===== src/rtl/inst_fetch.sv =====
// Instruction fetch unit: owns the PC, strobes the combinational instruction ROM and
// registers each fetched word into IR, with sequential/branch/jump/jump-register redirects.
module inst_fetch #(
  parameter logic [31:0] RESET_PC  = 32'h0000_0000,
  parameter int unsigned ROM_BYTES = 100
) (
  input  logic               CLK,
  input  logic               RST,
  input  logic               PCWre,
  input  logic [1:0]         PCSrc,
  input  logic signed [31:0] Imm,
  input  logic [25:0]        JTarget,
  input  logic [31:0]        RegTarget,
  input  logic               Halt,
  output logic               nRD,
  output logic [31:0]        IAddr,
  input  logic [31:0]        IDataIn,
  output logic [31:0]        PC,
  output logic [31:0]        IR,
  output logic [31:0]        IRPC,
  output logic               IRValid,
  output logic               AddrErr,
  output logic               Halted
);

  typedef enum logic [1:0] {
    S_FETCH = 2'd0,
    S_STALL = 2'd1,
    S_HALT  = 2'd2
  } state_t;

  state_t      state, state_nxt;
  logic [31:0] pc_p0;
  logic [31:0] ir_p1;
  logic [31:0] irpc_p1;
  logic        vld_p1;
  logic        aerr_p1;
  logic        in_range;
  logic        halt_req;
  logic [1:0]  src_eff;
  logic [31:0] pc_nxt;

  // Redirect targets are formed from IRPC (the instruction being decoded), not from PC.
  function automatic logic [31:0] next_pc(
    input logic [1:0]         src,
    input logic [31:0]        pc,
    input logic [31:0]        irpc,
    input logic signed [31:0] imm,
    input logic [25:0]        jt,
    input logic [31:0]        rt
  );
    logic [31:0] irpc4;
    logic [31:0] res;
    irpc4 = irpc + 32'd4;
    case (src)
      2'b01:   res = irpc4 + $unsigned(imm <<< 2);
      2'b10:   res = {rt[31:2], 2'b00};
      2'b11:   res = {irpc4[31:28], jt, 2'b00};
      default: res = pc + 32'd4;
    endcase
    return res;
  endfunction

  // Widened compare so a PC near the top of the address space cannot wrap into range.
  assign in_range = ({1'b0, pc_p0} + 33'd3) < 33'(ROM_BYTES);
  assign halt_req = Halt && vld_p1;
  assign src_eff  = vld_p1 ? PCSrc : 2'b00;
  assign pc_nxt   = next_pc(src_eff, pc_p0, irpc_p1, Imm, JTarget, RegTarget);

  always_ff @(posedge CLK or negedge RST) begin
    if (!RST) state <= S_FETCH;
    else      state <= state_nxt;
  end

  always_comb begin
    state_nxt = state;
    case (state)
      S_HALT: state_nxt = S_HALT;
      default: begin
        if (halt_req)    state_nxt = S_HALT;
        else if (!PCWre) state_nxt = S_STALL;
        else             state_nxt = S_FETCH;
      end
    endcase
  end

  always_comb begin
    Halted = (state == S_HALT);
    nRD    = (state == S_HALT) || !in_range;
  end

  // Fetch stage boundary: PC and IR update on the same edge, one cycle PC-to-IR latency.
  always_ff @(posedge CLK or negedge RST) begin
    if (!RST) begin
      pc_p0   <= RESET_PC;
      ir_p1   <= 32'd0;
      irpc_p1 <= 32'd0;
      vld_p1  <= 1'b0;
      aerr_p1 <= 1'b0;
    end else if (state != S_HALT) begin
      aerr_p1 <= 1'b0;
      if (halt_req) begin
        ir_p1  <= 32'd0;
        vld_p1 <= 1'b0;
      end else if (PCWre) begin
        ir_p1   <= in_range ? IDataIn : 32'd0;
        irpc_p1 <= pc_p0;
        vld_p1  <= in_range;
        pc_p0   <= pc_nxt;
        aerr_p1 <= (src_eff == 2'b10) && (RegTarget[1:0] != 2'b00);
      end
    end else begin
      aerr_p1 <= 1'b0;
    end
  end

  assign PC      = pc_p0;
  assign IAddr   = pc_p0;
  assign IR      = ir_p1;
  assign IRPC    = irpc_p1;
  assign IRValid = vld_p1;
  assign AddrErr = aerr_p1;

endmodule


===== config.mk =====
export PLATFORM = sky130hd
export DESIGN_NAME = inst_fetch
export DESIGN_NICKNAME = d
export VERILOG_FILES = /design/src/rtl/inst_fetch.sv
export SDC_FILE = /design/constraint.sdc
export NUM_CORES = 1
export LEC_CHECK = 0
export BUFFER_PORTS_ARGS = -buffer_cell sky130_fd_sc_hd__buf_4
export CORE_UTILIZATION = 35
export DETAILED_ROUTE_END_ITERATION = 8
export MAX_ROUTING_LAYER = met4
export PLACE_DENSITY_LB_ADDON = 0.25
export SYNTH_ARGS = -nofsm -noshare
export SYNTH_HDL_FRONTEND = slang
export SYNTH_SLANG_ARGS = --single-unit

===== constraint.sdc =====
create_clock -name CLK -period 4.6 [get_ports CLK]
set_clock_uncertainty 0.15 [all_clocks]
set_input_delay 0.23 -clock CLK [delete_from_list [all_inputs] [get_ports CLK]]
set_output_delay 0.23 -clock CLK [all_outputs]
set_load 0.05 [all_outputs]

==> results of run 1 <==
through the flow:
stage	utilization	power [mW]	area [sq um]	hold slack [ps]	worst slack [ps]
6_report	0.471	1.95	10700	27.2	427
5_1_grt	0.471	2.02	10700	53.2	51.4
4_1_cts	0.470	1.97	10700	11.0	358
3_5_place_dp	0.441	1.12	10000	276	395
3_3_place_gp	0.441	1.12	10000	262	461
2_1_floorplan	-	0.981	8160	-216	626
worst reg2reg max path: stages (launching register included):
cell and delay (ps):
dfrtp_1 490, nand4_1 260, or3_1 540, or3_1 460
nor2_1 190, nand3_1 110, xnor2_1 150, ha_1 400
nand4_1 210, nor2_2 240, nand2_1 80, o31ai_1 370
xor2_1 180, nand2_1 70, a31oi_1 190
power groups by stage:
stage,Sequential [mW],Clock (mW),Combinational [mW]
2_1_floorplan,0.896,0,0.0854
3_3_place_gp,0.896,0,0.225
3_5_place_dp,0.896,0,0.226
4_1_cts,0.878,0.837,0.251
5_1_grt,0.878,0.867,0.274
6_report,0.878,0.819,0.251
cell families (layout without fill, tap and decap cells):
| kind of cell | after synthesis | count (layout) |
|---|---|---|
| simple gates | 395 | 395 |
| compound gates | 287 | 287 |
| buf+inv | 128 | 349 |
| flops | 100 | 100 |
| xor+xnor | 56 | 56 |
| fa+ha+maj | 35 | 35 |
| mux | 18 | 18 |
registers in the layout, indices dropped and copies added (netlist names):
name and cells:
IRValid 1, AddrErr 1, IR 32, IRPC 32, IAddr 32, state 2
routing by layer:
metal  vias to the layer above  global-route usage  part of all wire  routed length [um]
met2                       376               0.414              0.45               14100
met3                        46              0.0415             0.077                2390
li1                       4144                   -                 -                   -
met5                         -                   -                 0                   0
met1                      4192               0.359              0.45               14000
met4                         0              0.0754             0.018                 571
timing repair:
| item | 4_1_cts | 5_1_grt |
|---|---|---|
| setup endpoints to repair | 0 | 1 |
| hold endpoints to repair | 108 | 0 |
| hold buffers | 35 | 0 |
| gates resized for setup | 0 | 1 |
final timing paths:
path	depth (start not counted)	start	slack (ps)	to
max reg2reg	14	IRPC[5]	430	IAddr[29]
max	14	IRPC[5]	430	IAddr[29]
min	3	Halt	30	state[1]
max in group asynchronous	3	RST	2870	IAddr[14]
min in group asynchronous	2	RST	420	IRPC[26]
min reg2reg	1	IR[25]	340	IR[25]
cell type report:
cell class	instances	area [sq um]
clock buffer	9	225
clock inverter	7	92.6
fill	2272	12100
inverter	27	101
multi-input combinational	791	5000
sequential	100	2500
tap	313	392
timing repair buffer	306	2410
synth_stat cells, drive strengths merged, types with 6 or more instances:
| cell type | count | area [sq um] |
|---|---|---|
| dfrtp | 100 | 2500 |
| a32oi | 7 | 61.3 |
| nand2 | 168 | 633 |
| o211ai | 9 | 67.6 |
| ha | 34 | 425 |
| inv | 27 | 101 |
| a211oi | 6 | 45.0 |
| buf | 55 | 390 |
| a32o | 33 | 330 |
| a21oi | 66 | 330 |
| clkbuf | 46 | 175 |
| nor4 | 9 | 62.6 |
| nor2 | 63 | 239 |
| a21o | 10 | 75.1 |
| xnor2 | 33 | 289 |
| nand3 | 48 | 263 |
| o21ai | 82 | 410 |
| and3 | 11 | 68.8 |
| a31oi | 9 | 56.3 |
| xor2 | 23 | 201 |
| nand2b | 7 | 43.8 |
| o22ai | 11 | 68.8 |
| nand4 | 25 | 171 |
| nor3 | 30 | 183 |
| mux2i | 16 | 160 |
| and2 | 9 | 56.3 |
| and4 | 9 | 78.8 |
==> summary.md, run 1 <==
| Metric | Value |
|---|---|
| Port bufs | `257` |
| Largest family of logic cells by synthesized area | `simple AND/OR/NAND/NOR gates` |
| Clk_lat worst skew | `~360 ps` |
| Net switching power figure | `506 uW` |
| Synth Net Count | `about 1200` |
| Clock Path Buffers | `2` |
| CTS tree | `built` |
| Status | `complete, no violations` |
| Initial antenna violation count | `0` |
| Layout cells sized above 1 | `0.249` |
| Total GRT Usage | `0.267` |
| DP Cell Count | `~1500` |
| Synth Area in Adders | `0.0546` |
| Int Power | `roughly 1.4 mW` |
| VDD IR max | `approximately 0.17 mV` |
| Slew Limit Headroom | `0.234` |
| Row count | `between 50 and 60` |
| Final hold violation count | `0` |
| Vias in the first global route | `roughly 8400` |
| Crit-path cells | `nand4_1 > or3_1 > or3_1 > nor2_1 > nand3_1 > xnor2_1 > ha_1 > nand4_1 > nor2_2 > nand2_1 > o31ai_1 > xor2_1 > nand2_1 > a31oi_1` |
| Largest net degree at the start of global routing | `~80` |
| Setup CP Type | `flip-flop to flip-flop` |
| Nets | `between 1000 and 1500` |
| Logic gate share of total power | `0.129` |
| Worst setup SP type | `flip-flop` |
| Finished Layout Cells | `1553` |
| Cell family with the largest share of critical-path delay | `simple AND/OR/NAND/NOR gates` |
| Min Tclk post-route | `4170 ps` |
| Clock power frac | `0.420` |
| Static leakage | `between 4 and 5 nW` |
| Overflow after GRT | `0` |
| Clk slew on worst S/H paths | `about 70 ps` |
| Syn Area/Cell | `approximately 8 sq um` |
| Num CTS Buffers | `9` |
| Unique masters post-synth | `77` |
| Worst setup EP type | `flip-flop` |
| Power Density | `roughly 180 nW/um^2` |
| Ys Warns | `0` |
| XOR/XNOR Fraction of Synth Area | `0.0601` |
| Max Slew Vio Count | `0` |
| Post-CTS setup buffers | `0` |
| Seq/Total Area, Yosys | `0.307` |
| Die area | `approximately 24000 sq um` |
| Final wirelength | `31.1 mm` |
| 1st-pass router iterations | `6` |
| RSZ-0062 raised after global routing | `no` |
| F_max | `roughly 240 MHz` |
| Netlist Area Pre-Place | `8160 sq um` |
| Top_reg_cell synth | `dfrtp_1` |
| CP max stage delay | `about 540 ps` |
| Final setup fails | `0` |
| Iter 0 DRT Violations | `631` |
| H-tree levels | `3` |
| Tcrit/Tclk final | `0.907` |
| Synth Area in Simple Gates | `0.238` |
| Most frequent cells in the layout | `269 x buf_4, 167 x nand2_1, 100 x dfrtp_1, 80 x o21ai_0, 66 x a21oi_1` |
| Area growth, synth to finish | `31.4%` |
| FFs w/ async S/R, synth | `1.00` |
| First-pass GRT wire length | `between 40 and 50 mm` |
| Bufs and invs on worst path | `0` |
| Starting density of the core | `0.358` |
| DR DRC count | `0` |
| CTS Root Cell | `clkbuf_16` |
| Clk sinks | `100` |
| Synth Instances | `about 1000` |
| Detailed Place HPWL | `roughly 23 mm` |
| RD Place Congestion | `about 0.91` |
| Most common library cell in the layout ignoring fill and taps | `buf_4` |
| Req. time, crit path | `~4700 ps` |
| Compound-Gate Fraction of Synth Area | `0.237` |
| Post-route setup TNS | `0 ps` |
| WL/cell | `between 20 and 25 um` |
| HP Class | `input pin to flip-flop` |
| CORE AREA | `22800 sq um` |
| Crit path DAT | `4300 ps` |
| Antenna diodes | `0` |
| Die Y | `155 um` |
| Slowest-stage cell, CP | `or3_1` |
| Worst-Margin Slew | `around 1100 ps` |
| Max Cap Violations | `0` |
| CP max FO | `7` |
| Multiplexer share of the synthesized area | `0.0224` |
| Vias | `roughly 8800` |
| Io pins | `260` |
| Number of synthesized flops with an enable pin | `0` |
| Post-route antenna net violation count | `0` |
| Sw Share | `0.259` |
| Reg power frac | `0.451` |
| Mean number of vias per cell | `between 5 and 6` |
| Die Span X | `roughly 150 um` |
| Synth Register Bits | `100` |
No activity file was read; power rests on OpenSTA's default activity.
==> run 2: changes to the inputs <==
CORE_UTILIZATION = 53   (was 35)
GPL_ROUTABILITY_DRIVEN = 0   (was unset)
==> run 2 against run 1 <==
  * First-iteration DRC count increased by 51%
  * Largest power group unchanged
  * Cell count decreased by 8.5%
  * Non-clock buffer count is 2 lower
  * Critical endpoint is now IAddr[31]
  * Design area fell by 2.0%
  * Global-route usage grew 10 points
  * Combinational power down 2%
==> summary.md, run 2 (synthesized netlist as in run 1, its figures left out) <==
| Metric | Value |
|---|---|
| Status | `complete, no violations` |
| DP Cell Count | `1372 (-8.7%)` |
| CP max FO | `8 (+1)` |
| Post-route antenna net violation count | `0 (unchanged)` |
| Area of the multi-input gates | `4990 sq um (about the same)` |
| Req. time, crit path | `4690 ps (-40 ps)` |
| Worst setup EP type | `flip-flop` |
| Iter 0 DRT Violations | `951 (+51%)` |
| Initial antenna violation count | `0 (unchanged)` |
| Reg2reg path depth | `14 (unchanged)` |
| Starting density of the core | `0.553 (+0.195)` |
| Die area | `15900 sq um (-34%)` |
| Total GRT Usage | `0.367 (+0.100)` |
| Max Cap Violations | `0 (unchanged)` |
| CORE AREA | `14800 sq um (-35%)` |
| Final wirelength | `28.4 mm (-8.6%)` |
| Nets | `1396 (-0.14%)` |
| RSZ-0062 raised after global routing | `no` |
| Power Density | `183 nW/um^2 (+0.59%)` |
| WL/cell | `20.0 um (-0.13%)` |
| Final setup fails | `0 (unchanged)` |
| Tcrit/Tclk final | `0.898 (-0.00958)` |
| Slew Limit Headroom | `0.207 (-0.0270)` |
| Clk_lat worst skew | `360 ps (about the same)` |
| 1st-pass router iterations | `6 (unchanged)` |
| Final instance area | `10500 sq um (-2.0%)` |
| Die Y | `126 um (-18%)` |
| Die Span X | `126 um (-18%)` |
| Row count | `44 (-20%)` |
| Setup CP Type | `flip-flop to flip-flop` |
| Seq. cell area | `2500 sq um (unchanged)` |
| Detailed Place HPWL | `19.9 mm (-13%)` |
| Mean number of vias per cell | `6.32 (+12%)` |
| Fillers | `1156 (-49%)` |
| Overflow after GRT | `0 (unchanged)` |
| # resized after CTS | `0 (unchanged)` |
| Layout cells sized above 1 | `0.247 (-0.00182)` |
| Final hold violation count | `0 (unchanged)` |
| Clk sinks | `100 (unchanged)` |
| Clock Path Buffers | `2 (unchanged)` |
| CTS Root Cell | `clkbuf_16` |
| Crit path DAT | `4220 ps (-80 ps)` |
| F_max | `242 MHz (+1.1%)` |
| CTS tree | `built` |
| Vias | `8982 (+2.6%)` |
| Static leakage | `4.94 nW (-0.48%)` |
| CP startpoint | `IRPC[4]` |
| First-pass GRT wire length | `44.2 mm (-7.5%)` |
| Min Tclk post-route | `4130 ps (-44.0 ps)` |
| Worst setup SP type | `flip-flop` |
| Antenna diodes | `0 (unchanged)` |
| Most common library cell in the layout ignoring fill and taps | `buf_4` |
| Reg-to-reg setup timing slack | `470 ps (+40 ps)` |
| HP Class | `input pin to flip-flop` |
| Num CTS Buffers | `9 (unchanged)` |
| Reg-to-Reg End | `IAddr[31]` |
| VDD IR max | `0.237 mV (+41%)` |
| Critical path capture point | `IAddr[31]` |
| Max Slew Vio Count | `0 (unchanged)` |
| Clk slew on worst S/H paths | `70 ps (about the same)` |
| Most frequent cells in the layout | `269 x buf_4, 167 x nand2_1, 100 x dfrtp_1, 80 x o21ai_0, 66 x a21oi_1` |
| Post-route setup TNS | `0 ps (unchanged)` |
| Finished Layout Cells | `1421 (-8.5%)` |
| Vias in the first global route | `8260 (-1.9%)` |
| Worst-Margin Slew | `1190 ps (+40.4 ps)` |
| Port bufs | `257 (unchanged)` |
| H-tree levels | `3 (unchanged)` |
| Post-Place Cell Area | `9870 sq um (-1.8%)` |
| Largest net degree at the start of global routing | `65 (-21%)` |
| Area growth, synth to finish | `28.8%` |
| DR DRC count | `0 (unchanged)` |
| Io pins | `260 (unchanged)` |
| RR Startpoint | `IRPC[4]` |
==> run 2: cell count changes in the layout (fill, tap and decap cells not counted) <==
cell | previous run | this run
buf_12 | 2 | 1
clkinv_2 | 0 | 1
clkinv_4 | 2 | 0
clkinv_8 | 1 | 0
clkinvlp_4 | 0 | 1
dlygate4sd3_1 | 35 | 34
nor2_1 | 61 | 62
nor2_2 | 2 | 1
==> run 2: where the power goes <==
| part | switching (mW) | internal [mW] | total [mW] |
|---|---|---|---|
| combinational | 0.118 | 0.127 | 0.246 |
| sequential | 0 | 0.878 | 0.878 |
| clock | 0.371 | 0.426 | 0.797 |
==> run 2: cell type report <==
cell class	instances	share of cell area
sequential	100	0.238
inverter	27	0.00965
multi-input combinational	791	0.475
clock inverter	6	0.00679
clock buffer	9	0.0214
timing repair buffer	304	0.227
tap	184	0.0219
==> run 2: worst min-delay path by stage <==
stage	slack, ps	depth (start not counted)	startpoint	end
after floorplan	-220	0	RST	AddrErr
after global placement	220	1	RST	IRPC[24]
after detailed placement	220	1	RST	IRPC[24]
after CTS	20	3	Halt	state[1]
after global routing	30	3	Halt	state[1]
final	20	3	Halt	state[1]
==> run 2: per-layer routing <==
metal  track usage  up-vias  routed length, um
met5             -        -                  0
met4         0.137        0                866
met3        0.0714       71               2760
met2         0.573      530              13400
met1         0.471     4254              11400
li1              -     4127                  -
==> run 2: what timing repair did <==
item                                   in CTS  in global routing
endpoints found under the hold margin      94                  0
buffers inserted                            0                  0
hold buffers                               34                  0
==> run 2: metrics by stage <==
step | setup slack [ps] | hold slack [ps] | util | power (mW)
2_1_floorplan | 626 | -216 | - | 0.981
3_3_place_gp | 689 | 223 | 0.669 | 1.11
3_5_place_dp | 615 | 221 | 0.669 | 1.11
4_1_cts | 547 | 16.6 | 0.712 | 1.92
5_1_grt | 181 | 34.2 | 0.712 | 1.98
6_report | 471 | 24.2 | 0.712 | 1.92
==> run 2: worst max-delay path: stages (launching register included) <==
cell	delay (ps)
dfrtp_1	500
nand3_1	220
or3_1	450
or3_1	440
nor2_1	220
xor2_1	190
ha_1	350
a21o_1	200
a21oi_1	320
o21ai_0	180
a21oi_1	200
o31ai_1	120
a21oi_1	190
mux2i_1	200
nand2_1	60
